<file path="src/rtl/axi4_lite_arbiter_2to1.sv">
// Two-requester AXI4-Lite arbiter: one transaction in flight at a time, round-robin
// between requesters, alternating read/write within a requester.
module axi4_lite_arbiter_2to1 #(
  parameter int unsigned ADDR_W = 32,
  parameter int unsigned DATA_W = 32
) (
  input  logic                  iCLK,
  input  logic                  iRST,
  // requester 0
  input  logic                  s0_AWVALID,
  input  logic [ADDR_W-1:0]     s0_AWADDR,
  output logic                  s0_AWREADY,
  input  logic                  s0_WVALID,
  input  logic [DATA_W-1:0]     s0_WDATA,
  input  logic [DATA_W/8-1:0]   s0_WSTRB,
  output logic                  s0_WREADY,
  output logic                  s0_BVALID,
  output logic [1:0]            s0_BRESP,
  input  logic                  s0_BREADY,
  input  logic                  s0_ARVALID,
  input  logic [ADDR_W-1:0]     s0_ARADDR,
  output logic                  s0_ARREADY,
  output logic                  s0_RVALID,
  output logic [DATA_W-1:0]     s0_RDATA,
  output logic [1:0]            s0_RRESP,
  input  logic                  s0_RREADY,
  // requester 1
  input  logic                  s1_AWVALID,
  input  logic [ADDR_W-1:0]     s1_AWADDR,
  output logic                  s1_AWREADY,
  input  logic                  s1_WVALID,
  input  logic [DATA_W-1:0]     s1_WDATA,
  input  logic [DATA_W/8-1:0]   s1_WSTRB,
  output logic                  s1_WREADY,
  output logic                  s1_BVALID,
  output logic [1:0]            s1_BRESP,
  input  logic                  s1_BREADY,
  input  logic                  s1_ARVALID,
  input  logic [ADDR_W-1:0]     s1_ARADDR,
  output logic                  s1_ARREADY,
  output logic                  s1_RVALID,
  output logic [DATA_W-1:0]     s1_RDATA,
  output logic [1:0]            s1_RRESP,
  input  logic                  s1_RREADY,
  // downstream slave
  output logic                  m_AWVALID,
  output logic [ADDR_W-1:0]     m_AWADDR,
  input  logic                  m_AWREADY,
  output logic                  m_WVALID,
  output logic [DATA_W-1:0]     m_WDATA,
  output logic [DATA_W/8-1:0]   m_WSTRB,
  input  logic                  m_WREADY,
  input  logic                  m_BVALID,
  input  logic [1:0]            m_BRESP,
  output logic                  m_BREADY,
  output logic                  m_ARVALID,
  output logic [ADDR_W-1:0]     m_ARADDR,
  input  logic                  m_ARREADY,
  input  logic                  m_RVALID,
  input  logic [DATA_W-1:0]     m_RDATA,
  input  logic [1:0]            m_RRESP,
  output logic                  m_RREADY,
  output logic                  oGNT,
  output logic                  oBUSY
);

  typedef enum logic [2:0] {IDLE, WADDR, WRESP, RADDR, RRESP} state_t;

  state_t     state;
  logic       gnt;
  logic       rr_ptr;
  logic [1:0] last_wr;   // per requester: last completed op was a write
  logic       aw_done;
  logic       w_done;

  logic elig0, elig1, win, win_w, win_r, win_is_wr;
  logic aw_hs, w_hs, b_hs, ar_hs, r_hs;

  // granted-requester view of the request side
  logic              g_awvalid, g_wvalid, g_bready, g_arvalid, g_rready;
  logic [ADDR_W-1:0] g_awaddr, g_araddr;
  logic [DATA_W-1:0] g_wdata;
  logic [DATA_W/8-1:0] g_wstrb;

  assign g_awvalid = gnt ? s1_AWVALID : s0_AWVALID;
  assign g_awaddr  = gnt ? s1_AWADDR  : s0_AWADDR;
  assign g_wvalid  = gnt ? s1_WVALID  : s0_WVALID;
  assign g_wdata   = gnt ? s1_WDATA   : s0_WDATA;
  assign g_wstrb   = gnt ? s1_WSTRB   : s0_WSTRB;
  assign g_bready  = gnt ? s1_BREADY  : s0_BREADY;
  assign g_arvalid = gnt ? s1_ARVALID : s0_ARVALID;
  assign g_araddr  = gnt ? s1_ARADDR  : s0_ARADDR;
  assign g_rready  = gnt ? s1_RREADY  : s0_RREADY;

  // winner and its operation, used only in IDLE
  assign elig0     = s0_AWVALID | s0_ARVALID;
  assign elig1     = s1_AWVALID | s1_ARVALID;
  assign win       = (elig0 & elig1) ? rr_ptr : elig1;
  assign win_w     = win ? s1_AWVALID : s0_AWVALID;
  assign win_r     = win ? s1_ARVALID : s0_ARVALID;
  assign win_is_wr = ~(win_r & (~win_w | last_wr[win]));

  assign aw_hs = m_AWVALID & m_AWREADY;
  assign w_hs  = m_WVALID  & m_WREADY;
  assign b_hs  = m_BVALID  & m_BREADY;
  assign ar_hs = m_ARVALID & m_ARREADY;
  assign r_hs  = m_RVALID  & m_RREADY;

  assign oGNT  = gnt;
  assign oBUSY = (state != IDLE);

  always_ff @(posedge iCLK) begin
    if (iRST) begin
      state   <= IDLE;
      gnt     <= 1'b0;
      rr_ptr  <= 1'b0;
      last_wr <= 2'b00;
      aw_done <= 1'b0;
      w_done  <= 1'b0;
    end else begin
      unique case (state)
        IDLE: if (elig0 | elig1) begin
          gnt   <= win;
          state <= win_is_wr ? WADDR : RADDR;
        end
        WADDR: begin
          if ((aw_done | aw_hs) & (w_done | w_hs)) begin
            state   <= WRESP;
            aw_done <= 1'b0;
            w_done  <= 1'b0;
          end else begin
            if (aw_hs) aw_done <= 1'b1;
            if (w_hs)  w_done  <= 1'b1;
          end
        end
        WRESP: if (b_hs) begin
          state        <= IDLE;
          rr_ptr       <= ~gnt;
          last_wr[gnt] <= 1'b1;
        end
        RADDR: if (ar_hs) state <= RRESP;
        RRESP: if (r_hs) begin
          state        <= IDLE;
          rr_ptr       <= ~gnt;
          last_wr[gnt] <= 1'b0;
        end
        default: state <= IDLE;
      endcase
    end
  end

  // channel pass-through for the granted requester; everything else held at zero
  always_comb begin
    m_AWVALID  = 1'b0;
    m_AWADDR   = '0;
    m_WVALID   = 1'b0;
    m_WDATA    = '0;
    m_WSTRB    = '0;
    m_BREADY   = 1'b0;
    m_ARVALID  = 1'b0;
    m_ARADDR   = '0;
    m_RREADY   = 1'b0;
    s0_AWREADY = 1'b0;
    s0_WREADY  = 1'b0;
    s0_BVALID  = 1'b0;
    s0_BRESP   = 2'b00;
    s0_ARREADY = 1'b0;
    s0_RVALID  = 1'b0;
    s0_RDATA   = '0;
    s0_RRESP   = 2'b00;
    s1_AWREADY = 1'b0;
    s1_WREADY  = 1'b0;
    s1_BVALID  = 1'b0;
    s1_BRESP   = 2'b00;
    s1_ARREADY = 1'b0;
    s1_RVALID  = 1'b0;
    s1_RDATA   = '0;
    s1_RRESP   = 2'b00;
    unique case (state)
      WADDR: begin
        m_AWVALID = g_awvalid & ~aw_done;
        m_AWADDR  = g_awaddr;
        m_WVALID  = g_wvalid & ~w_done;
        m_WDATA   = g_wdata;
        m_WSTRB   = g_wstrb;
        if (gnt) begin
          s1_AWREADY = m_AWREADY & ~aw_done;
          s1_WREADY  = m_WREADY & ~w_done;
        end else begin
          s0_AWREADY = m_AWREADY & ~aw_done;
          s0_WREADY  = m_WREADY & ~w_done;
        end
      end
      WRESP: begin
        m_BREADY = g_bready;
        if (gnt) begin
          s1_BVALID = m_BVALID;
          s1_BRESP  = m_BRESP;
        end else begin
          s0_BVALID = m_BVALID;
          s0_BRESP  = m_BRESP;
        end
      end
      RADDR: begin
        m_ARVALID = g_arvalid;
        m_ARADDR  = g_araddr;
        if (gnt) s1_ARREADY = m_ARREADY;
        else     s0_ARREADY = m_ARREADY;
      end
      RRESP: begin
        m_RREADY = g_rready;
        if (gnt) begin
          s1_RVALID = m_RVALID;
          s1_RDATA  = m_RDATA;
          s1_RRESP  = m_RRESP;
        end else begin
          s0_RVALID = m_RVALID;
          s0_RDATA  = m_RDATA;
          s0_RRESP  = m_RRESP;
        end
      end
      default: ;
    endcase
  end

endmodule

</file>
<file path="config.mk">
export PLATFORM = sky130hd
export DESIGN_NAME = axi4_lite_arbiter_2to1
export DESIGN_NICKNAME = d
export VERILOG_FILES = /design/src/rtl/axi4_lite_arbiter_2to1.sv
export SDC_FILE = /design/constraint.sdc
export NUM_CORES = 1
export LEC_CHECK = 0
export CAP_MARGIN = 5
export CORE_AREA = 4 4 171 173
export CTS_CLUSTER_DIAMETER = 200
export CTS_CLUSTER_SIZE = 24
export DETAILED_ROUTE_END_ITERATION = 8
export DIE_AREA = 0 0 175 177
export SKIP_CTS_REPAIR_TIMING = 1
export SLEW_MARGIN = 25
export SYNTH_ARGS = -nofsm -noshare
export SYNTH_HDL_FRONTEND = slang
export SYNTH_SLANG_ARGS = --single-unit
</file>
<file path="constraint.sdc">
create_clock -name iCLK -period 2.8 [get_ports iCLK]
set_clock_uncertainty 0.05 [all_clocks]
set_input_delay 0.84 -clock iCLK [delete_from_list [all_inputs] [get_ports iCLK]]
set_output_delay 0.84 -clock iCLK [all_outputs]
set_load 0.03 [all_outputs]
</file>
# Word level (Yosys, flattened, before mapping)
# Index checks and enable logic that the tools add are counted.
# word_totals
register_bits	9
latchBits	0
mem_bits_rw	0
mem_bits_ro	0
output_inout_bits	189
mem_count	0
# op_classes
n_addsub	0
multipliers	0
div	0
order_cmp	3
n_eq_ne	9
n_shift	0
n_mux	74
n_bitwise	25
reduce_logical	11
# ops
op	count
2-to-1 mux 32 bit	10
2-to-1 mux 1 bit	42
2-to-1 mux 2 bit	11
2-to-1 mux 3 bit	5
one-hot mux 3 bit (5 select lines)	1
AND 1 bit	12
!= test 2 bit, second input constant	5
2-to-1 mux 4 bit	2
equality test 3 x 2 -> 1 bit, second input constant	2
bitwise OR 1 bit	6
AND reduction 2 bit	3
nonzero test 2 bit	3
AND reduction 5 bit	1
less-than comparator 1 x 2 -> 1 bit, second input constant	2
NOT 1 bit	4
one-hot mux 2 bit (2 select lines)	1
equality test 3 x 1 -> 1 bit, second input constant	1
equality test 3 bit, second input constant	1
logical NOT 3 bit	1
AND reduction 3 bit	1
nonzero test 3 bit	1
AND 2 bit	1
NOT 2 bit	1
bitwise OR 2 bit	1
4 further kinds	4

# Depth between registers and ports, before layout
# depth
depth_word	10
depth_mapped	6

# Least setup slack after synthesis
# Ideal clock, no wire load.
# synth_timing
kind	register to output
start	register state[1]
end	output port s0_WREADY
arrival_time_ps	2108
required_time_ps	1910
slack_ps	-198
path_stages_with_launch	6
n_path_buf	3
path_cell_list	dfxtp_1 -> buf_6 -> or3b_1 -> clkbuf_1 -> buf_2 -> nor4b_1
# synth_via
elab_chain_cells	2
# synth_lines
element	line_no	source
start: declaration	69	state_t state;
start signal: assignment	124	state <= win_is_wr ? WADDR : RADDR;
equality test 3 x 1 -> 1 bit	179	unique case (state)
2-to-1 mux 1 bit	179	
end: declaration	16	output logic s0_WREADY,
# No other way between the ends.

# Worst setup path after layout
# layout_timing
start	input port s0_WVALID
end	output port m_WVALID
# layout_via
elab_chain_cells	3
# layout_lines
element	line_no	source
start: declaration	13	input logic s0_WVALID,
2-to-1 mux 1 bit	87	assign g_wvalid = gnt ? s1_WVALID : s0_WVALID;
AND 1 bit	183	m_WVALID = g_wvalid & ~w_done;
2-to-1 mux 1 bit	179	
end: declaration	49	output logic m_WVALID,
# No other way between the ends.

==> run_results.csv <==
group,metric,value,unit
layout,stdcell_area,7740,µm²
cts,cts_tree,"yes",
cts,clock-sinks,9,
critical_path,critPathMaxStageDelay,470,ps
timing,slew_violations,0,
place,placed_cell_area,7580,µm²
synth,synth_cell_type_count,46,
synth,avgSynthCellArea,6.87,µm²
place,gp_congestion,0.806,
detailed_routing,vias_per_cell,3.73,
critical_path,crit_fanout,2,
cts,clockBufferDepth,2,
synth,syn_inst,395,
timing,grt_setup_unrepaired,"true",
grt,grt_usage,0.103,
detailed_routing,ant_nets,0,
outcome,outcome,"completed",
die,ios,442,
layout,nets,1092,
timing,whs,516,ps
critical_path,path_class,"primary input to output port",
worst_hold_path,hp-class,"register to register",
layout,layout-drive-gt1-share,0.300,
pwr,peakVddDrop,0.366,mV
grt,grt_pass1_wl,25.6,mm
critical_path,rr_startpoint,"oGNT",
detailed_routing,wl_per_cell,14.8,µm
critical_path,crit_path_end_kind,"output port",
place,io_buffers,441,
synth,synth_area_leaders,"mux2i_1 38%, nor2_1 15%, and3_1 9.0%",
critical_path,path_cells,"clkdlybuf4s50_1 -> mux2_2 -> nor3b_4 -> buf_12",
synth,ys_ff_latch,9,
synth,yosysTopAreaCell,"mux2i_1",
grt,grt_pass1_vias,4490,
timing,max_freq,362,MHz
timing,worst_slack,34.6,ps
grt,overflow,0,
timing,setup_viol,0,
synth,synth_fp_nets,648,
pwr,p_total,4170,µW
die,core_region_area,27600,µm²
cts,numCtsBuffers,3,
cts,worstSkewPairLatency,230,ps
detailed_routing,vias,4536,
synth,async_flop_share,0,
detailed_routing,wl,18.0,mm
critical_path,required,1910,ps
timing,hold_viol,0,
cts,root_buffer,"clkbuf_16",
grt,antenna_found_initial,0,
synth,syn_area,2720,µm²
die,die-area,31000,µm²
detailed_routing,dr.pass1.iters,4,
die,die_w,175,µm
synth,synth_edf_count,0,
critical_path,r2r_setup_slack,770,ps
timing,fin_crit_sh,0.988,
place,dp_slack,-159,ps
die,rows,61,
layout,area_growth,185,%
critical_path,r2r_end,"state[0]",
timing,finalCriticalPeriod,2770,ps
detailed_routing,drc_errors,0,
die,initial_core_util,0.0983,
detailed_routing,drt_iter0_drc,109,
pwr,leakage,0.00333,µW
timing,tightest_slew,454,ps
die,fp.dieH,177,µm
worst_hold_path,whs_path_depth,2,
timing,slew_headroom,0.697,
synth,netlist.area_leader.share,0.380,
synth,ys_seq_area_frac,0.0664,
critical_path,slowest_stage,"clkdlybuf4s50_1",
synth,yosysWarnings,0,
critical_path,critPathArrivalTime,1880,ps
critical_path,r2r.worst_path.cells,6,
pwr,power.density,539,nW/µm²
place,dp_hpwl,16.0,mm
critical_path,start_kind,"primary input",
run,cap_violations,0,
cts,ctsHtreeMaxLevel,1,
grt,grt_max_degree,54,
cts,clk_pin_slew,40,ps
synth,synth_ff_type,"dfxtp_1",
layout,diodes,0,
[critical path, delay by kind of cell]
kind	cells	cell delay (ps)
mux	1	180
buf+inv	2	620
simple gates	1	230
[synth_stat cells, types with 2 or more instances]
cell type	n
mux2_2	2
or3_1	2
nand2_1	2
a211oi_1	2
a311oi_1	3
nor3_1	5
and2_1	37
a31oi_1	3
buf_6	2
buf_2	19
a21oi_1	4
nor4b_1	2
clkbuf_2	2
inv_1	4
mux2i_1	103
dfxtp_1	9
and3_1	39
clkbuf_1	13
buf_1	2
o21ai_0	2
or3b_1	2
nor2_1	110
nor3b_1	3
[layout make-up]
class,count,area [µm²]
clock buffer,4,78.8
fill,3037,19900
sequential,9,189
tap,378,473
inverter,4,15.0
multi-input combinational,343,2410
timing repair buffer,478,4580
[logic make-up (layout without fill, tap and decap cells)]
| logic type | after synthesis | count (layout) | share of synthesized area |
|---|---|---|---|
| multiplexers | 105 | 105 | 0.388 |
| AND/OR/NAND/NOR | 214 | 214 | 0.406 |
| AO/OA/AOI/OAI | 24 | 24 | 0.0641 |
| flip-flops | 9 | 9 | 0.0664 |
| buffers and inverters | 43 | 486 | 0.0760 |
[routing by layer]
layer	global-route usage	vias up	wire length, µm
li1	-	2260	-
met3	0.0250	8	1540
met2	0.196	235	9380
met5	0	-	0
met4	0.00818	0	100
met1	0.121	2033	7000
[placed cells by master, fill, tap and decap left out, drive strengths merged, types with 2 or more instances in the layout]
master	synthesis	layout
clkdlybuf4s50	0	253
buf	24	224
nor2	111	111
mux2i	103	103
and3	39	39
and2	38	38
dfxtp	9	9
nor3	5	5
nor3b	5	5
inv	4	4
a21oi	4	4
clkbuf	15	4
o21ai	4	4
a31oi	3	3
a311oi	3	3
or3b	3	3
or3	2	2
nor4b	2	2
nand2	2	2
a211oi	2	2
mux2	2	2
[where the power goes]
group,switching [µW],internal (µW)
logic,2040,1640
clock network,62.9,190
registers,71.8,167
[metrics by stage]
stage	TNS, ps	util	instances
floorplan	0	-	395
global placement	-167	0.274	1212
detailed placement	-159	0.274	1212
CTS	-384	0.277	1216
global route	-27.4	0.280	1216
finish	0	0.280	1216
[worst max-delay path by stage]
stage / startpoint / endpoint / slack (ps) / depth (start not counted)
final: s0_WVALID / m_WVALID / 30 / 4
after global routing: s0_WVALID / m_WVALID / -10 / 4
after CTS: s0_WVALID / m_WVALID / -160 / 4
after detailed placement: s0_WVALID / m_WVALID / -160 / 4
after global placement: s0_WVALID / m_WVALID / -170 / 4
after floorplan: state[1] / m_WVALID / 80 / 5
(Power assumes the default switching activity.)
==> variant 1, RTL diff (same flow settings) <==
`ADDR_W`: 32 -> 24.
--- a/src/rtl/axi4_lite_arbiter_2to1.sv
+++ b/src/rtl/axi4_lite_arbiter_2to1.sv
@@ -2,5 +2,5 @@
 // between requesters, alternating read/write within a requester.
 module axi4_lite_arbiter_2to1 #(
-  parameter int unsigned ADDR_W = 32,
+  parameter int unsigned ADDR_W = 24,
   parameter int unsigned DATA_W = 32
 ) (
Interface: changed (6 resized); port bits go from 442 to 394. No check against the original RTL was run, so the function may have changed too.
==> variant 1 against the unedited design <==
Global-route usage is 0.82 points lower; synthesized area is 10% lower; worst setup slack better by 0.0058 ns; first-iteration DRC count grew 120%; sequential cell count unchanged; routed wire length decreased by 7.4%; power shrank 17%; hold slack got worse by 0.058 ns; final area shrank 13%.
==> variant 1: results (changes against the unedited design) <==
- Number of different library cells in the post-synthesis netlist: 35 (was 46)
- Highest fanout seen on the critical path: 2 (unchanged)
- Worst min-delay path startpoint: rr_ptr$_SDFFE_PP0P_
- Top cells by count, synth: nor2_1 (102), mux2i_1 (87), and3_1 (41), and2_1 (38), clkbuf_1 (19) (was nor2_1 (110), mux2i_1 (103), and3_1 (39), and2_1 (37), buf_2 (19))
- Worst slew pin tran: 0.478 ns (was 0.454 ns)
- First-pass GRT wire length: 23.3 mm (was 25.6 mm)
- Class of the most critical hold timing path: reg2reg (unchanged)
- Arrival time at the worst endpoint: 1.87 ns
- Met2 global-route usage: 0.178 (was 0.196)
- Sequential area share after synthesis: 0.0738 (was 0.0664)
- H-Tree Level Count: 1 (unchanged)
- Antenna violations before repair: 0 (unchanged)
- HPWL after detailed placement: 14.4 mm (was 16.0 mm)
- Vias/cell: 3.52 (was 3.73)
- Count of nets after finishing: 966 (was 1092)
- GP Congestion: 0.805 (was 0.806)
- Post-layout min period: 2.76 ns (was 2.77 ns)
- Clock latency at the later pin of the worst-skew pair: 0.23 ns (about the same)
- Minimum setup slack after placement: 0.0453 ns (was -0.159 ns)
- Placement Cell Area: 6610 um2 (was 7580 um2)
- Number of buffers created by CTS: 3 (unchanged)
- Global Route met1 Usage: 0.114 (was 0.121)
- Maximum number of pins on one net before global-route repair: 58 (was 54)
- Number of DRC markers in iteration 0: 235 (was 109)
- Critical path origin: s0_WVALID (unchanged)
- Top post-synthesis cells by area: mux2i_1 (36%), nor2_1 (16%), and3_1 (11%) (was mux2i_1 (38%), nor2_1 (15%), and3_1 (9.0%))
- CTS clock-pin slew for the worst setup and hold paths: 0.04 ns (about the same)
- First drt pass iteration count: 4 (unchanged)
- Ratio of cells with drive above 1 in the final layout: 0.270 (was 0.300)
- Reported leakage power: 2.95 nW (was 3.33 nW)
- GRT Util Overall: 0.0947 (was 0.103)
- Run status: completed (unchanged)
- Vias in the first global route: 3923 (was 4490)
- Global routing usage on met3: 0.0235 (was 0.0250)
- Most instantiated flip-flop cell in the synthesis netlist: dfxtp_1 (unchanged)
- IR drop worst, VDD: 0.335 mV (was 0.366 mV)
- Post-synthesis async set-or-reset flop share: 0 (unchanged)
- Total inserted antenna cells: 0 (unchanged)
- Maximum clock path buffer count: 2 (unchanged)
- Net count after synthesis: 584 (was 648)
- Reg-to-Reg Start: state[2]$_SDFFE_PP0P_ (was oGNT$_SDFFE_PP0P_)
- Buffer type at the clock tree root: clkbuf_16 (unchanged)
- Routed WL per cell: 14.9 um (was 14.8 um)
- Count of yosys warnings during synthesis: 0 (unchanged)
- Buffers on Ports: 393 (was 441)
variant 1: worst paths after layout:
kind                            slack [ns]                  end  depth (start not counted)
worst min register to register        0.46  rr_ptr$_SDFFE_PP0P_                          2
worst min-delay path                  0.46  rr_ptr$_SDFFE_PP0P_                          2
worst max-delay path                  0.04             m_WVALID                          4
worst max register to register        0.77    oGNT$_SDFFE_PP0P_                          5
variant 1: cell families (layout without fill, tap and decap cells):
| family | count (synthesis) | in the layout | share of synthesized area |
|---|---|---|---|
| AOI/OAI and AO/OA | 20 | 20 | 0.0682 |
| buffers and inverters | 39 | 420 | 0.0687 |
| DFF | 9 | 9 | 0.0738 |
| muxes | 89 | 89 | 0.366 |
| and+or+nand+nor | 206 | 206 | 0.423 |
variant 1: per-layer routing:
metal / up-vias / wire [um]
met4: 0 / 81
met2: 184 / 8790
met5: - / 0
li1: 2005 / -
met1: 1757 / 6660
met3: 8 / 1160
variant 1: stage by stage:
stage	hold WS, ns	power, mW	cells
finish	0.458	3.46	1122
global route	0.474	3.67	1122
CTS	0.462	3.50	1122
detailed placement	0.456	3.23	1118
global placement	0.451	3.25	1118
floorplan	0.434	1.91	363
variant 1: report_power, final:
part | total [mW] | switching [mW] | internal [mW]
logic | 2.97 | 1.68 | 1.29
clock network | 0.251 | 0.0605 | 0.190
registers | 0.237 | 0.0699 | 0.168
variant 1: cell type report:
class	instances	area (um2)
clock buffer	4	78.8
inverter	6	22.5
tap	378	473
fill	3116	20900
multi-input combinational	315	2110
timing repair buffer	410	3840
sequential	9	185
variant 1: worst max-delay path: stages:
cell and delay (ns):
clkdlybuf4s50_1 0.41, mux2_1 0.31, and2_1 0.15, buf_4 0.16
==> variant 2, RTL diff (same settings) <==
Made on the original files. Re-encode `state_t` (5 states) as Gray code, 3 bits wide.
--- a/src/rtl/axi4_lite_arbiter_2to1.sv
+++ b/src/rtl/axi4_lite_arbiter_2to1.sv
@@ -65,5 +65,5 @@
 );
 
-  typedef enum logic [2:0] {IDLE, WADDR, WRESP, RADDR, RRESP} state_t;
+  typedef enum logic [2:0] {IDLE = 3'b000, WADDR = 3'b001, WRESP = 3'b011, RADDR = 3'b010, RRESP = 3'b110} state_t;
 
   state_t     state;
Function: no difference found for any inputs over 10 cycles, from zero or initial values and one cycle with iRST high; not proved beyond that.
==> variant 2 against the unedited design <==
Routed wire length grew 6.4%; sequential share of layout area is essentially flat; cell count is the same; combinational power shrank 21%; power shrank 19%; sequential cell count is the same; synthesized area grew 0.41%; final area shrank 2.5%; utilization shrank 0.70 points; global-route usage grew 0.92 points; worst setup slack gained 0.016 ns; critical path type unchanged; largest cell class unchanged.
==> variant 2: results (changes against the unedited design) <==
- HPWL after detailed placement: 16.8 mm (was 16.0 mm)
- IR drop worst, VDD: 0.216 mV (was 0.366 mV)
- Count of nets after finishing: 1092 (unchanged)
- Ratio of cells with drive above 1 in the final layout: 0.288 (was 0.300)
- GP Congestion: 0.745 (was 0.806)
- H-Tree Level Count: 1 (unchanged)
- Top cells by count, synth: nor2_1 (117), mux2i_1 (103), and2_1 (72), buf_2 (17), and3_1 (12) (was nor2_1 (110), mux2i_1 (103), and3_1 (39), and2_1 (37), buf_2 (19))
- Global routing usage on met3: 0.0320 (was 0.0250)
- Global Route met1 Usage: 0.133 (was 0.121)
- GRT Util Overall: 0.112 (was 0.103)
- First drt pass iteration count: 5 (was 4)
- Arrival time at the worst endpoint: 1.86 ns (was 1.88 ns)
- Vias in the first global route: 4670 (was 4490)
- Number of DRC markers in iteration 0: 119 (was 109)
- Top post-synthesis cells by area: mux2i_1 (38%), and2_1 (17%), nor2_1 (16%) (was mux2i_1 (38%), nor2_1 (15%), and3_1 (9.0%))
- Maximum number of pins on one net before global-route repair: 48 (was 54)
- CTS clock-pin slew for the worst setup and hold paths: 0.04 ns (about the same)
- Count of yosys warnings during synthesis: 0 (unchanged)
- Via count: 4476 (was 4536)
- Buffers on Ports: 441 (unchanged)
- Max-slew headroom at the worst pin: 0.668 (was 0.697)
- Antenna violations before repair: 0 (unchanged)
- Number of buffers created by CTS: 3 (unchanged)
- Buffer type at the clock tree root: clkbuf_16 (unchanged)
- Sequential area share after synthesis: 0.0661 (was 0.0664)
- Post-synthesis async set-or-reset flop share: 0 (unchanged)
- Run status: completed (unchanged)
- Clock latency at the later pin of the worst-skew pair: 0.24 ns
- Highest fanout seen on the critical path: 2 (unchanged)
- Met2 global-route usage: 0.210 (was 0.196)
- Vias/cell: 3.68 (was 3.73)
- Maximum clock path buffer count: 2 (unchanged)
- Cell count after placement: 1212 (unchanged)
- Number of different library cells in the post-synthesis netlist: 42 (was 46)
- Most instantiated flip-flop cell in the synthesis netlist: dfxtp_1 (unchanged)
- Net count after synthesis: 651 (was 648)
- Class of the most critical hold timing path: reg2reg (unchanged)
- Reported leakage power: 3.20 nW (was 3.33 nW)
- Total inserted antenna cells: 0 (unchanged)
- First-pass GRT wire length: 27.4 mm (was 25.6 mm)
- Synth Area per Inst: 6.85 um2 (was 6.87 um2)
- Routed WL per cell: 15.8 um (was 14.8 um)
- Minimum setup slack after placement: -0.0854 ns (was -0.159 ns)
[variant 2: changes by cell type after synthesis, sizes merged, moves of 3 or more]
cell and change:
nor2 +6, or3b -3, clkbuf -5, nor3b -5, and3 -27, and2 +34, nand2 +7
[variant 2: report_power, final]
group / internal (mW) / switching, mW / leakage (nW)
clock: 0.189 / 0.0703 / 0.0409
sequential: 0.157 / 0.0608 / 0.0745
combinational: 1.29 / 1.61 / 3.08
total: 1.64 / 1.74 / 3.20
[variant 2: metal layers]
layer / up-vias / part of all wire
met5: - / 0
met4: 0 / 0.0025
met3: 2 / 0.080
met2: 232 / 0.52
met1: 2019 / 0.40
li1: 2223 / -
[variant 2: cell type report]
class,instances,area [um2]
Multi-Input combinational cell,353,2400
Fill cell,3040,20100
Tap cell,378,473
Sequential cell,9,185
Clock inverter,1,5.00
Timing Repair Buffer,469,4400
Clock buffer,3,75.1
Inverter,3,11.3
[variant 2: path summary, 6_finish.rpt]
check | startpoint | endpoint | slack, ns | cells past startpoint
worst max-delay path | s0_WVALID | m_WVALID | 0.05 | 4
worst min-delay path | flip-flop | flip-flop | 0.49 | 2
worst max register to register | oGNT$_SDFFE_PP0P_ | state[1]$_SDFFE_PP0P_ | 0.61 | 7
worst min register to register | flip-flop | flip-flop | 0.49 | 2
[variant 2: kinds of logic after synthesis]
kind of cell,share of synthesized area
AND/OR/NAND/NOR,0.411
AO/OA/AOI/OAI,0.0675
flip-flops,0.0661
multiplexers,0.387
buffers and inverters,0.0684
[variant 2: worst max-delay path: stages]
cell and delay (ns):
clkdlybuf4s50_1 0.42, mux2_2 0.28, and2_1 0.17, buf_12 0.14
[variant 2: stage by stage]
stage               cell area, um2  utilization
floorplan                     2730            -
global placement              7430        0.269
detailed placement            7430        0.269
CTS                           7510        0.272
global route                  7550        0.273
finish                        7550        0.273
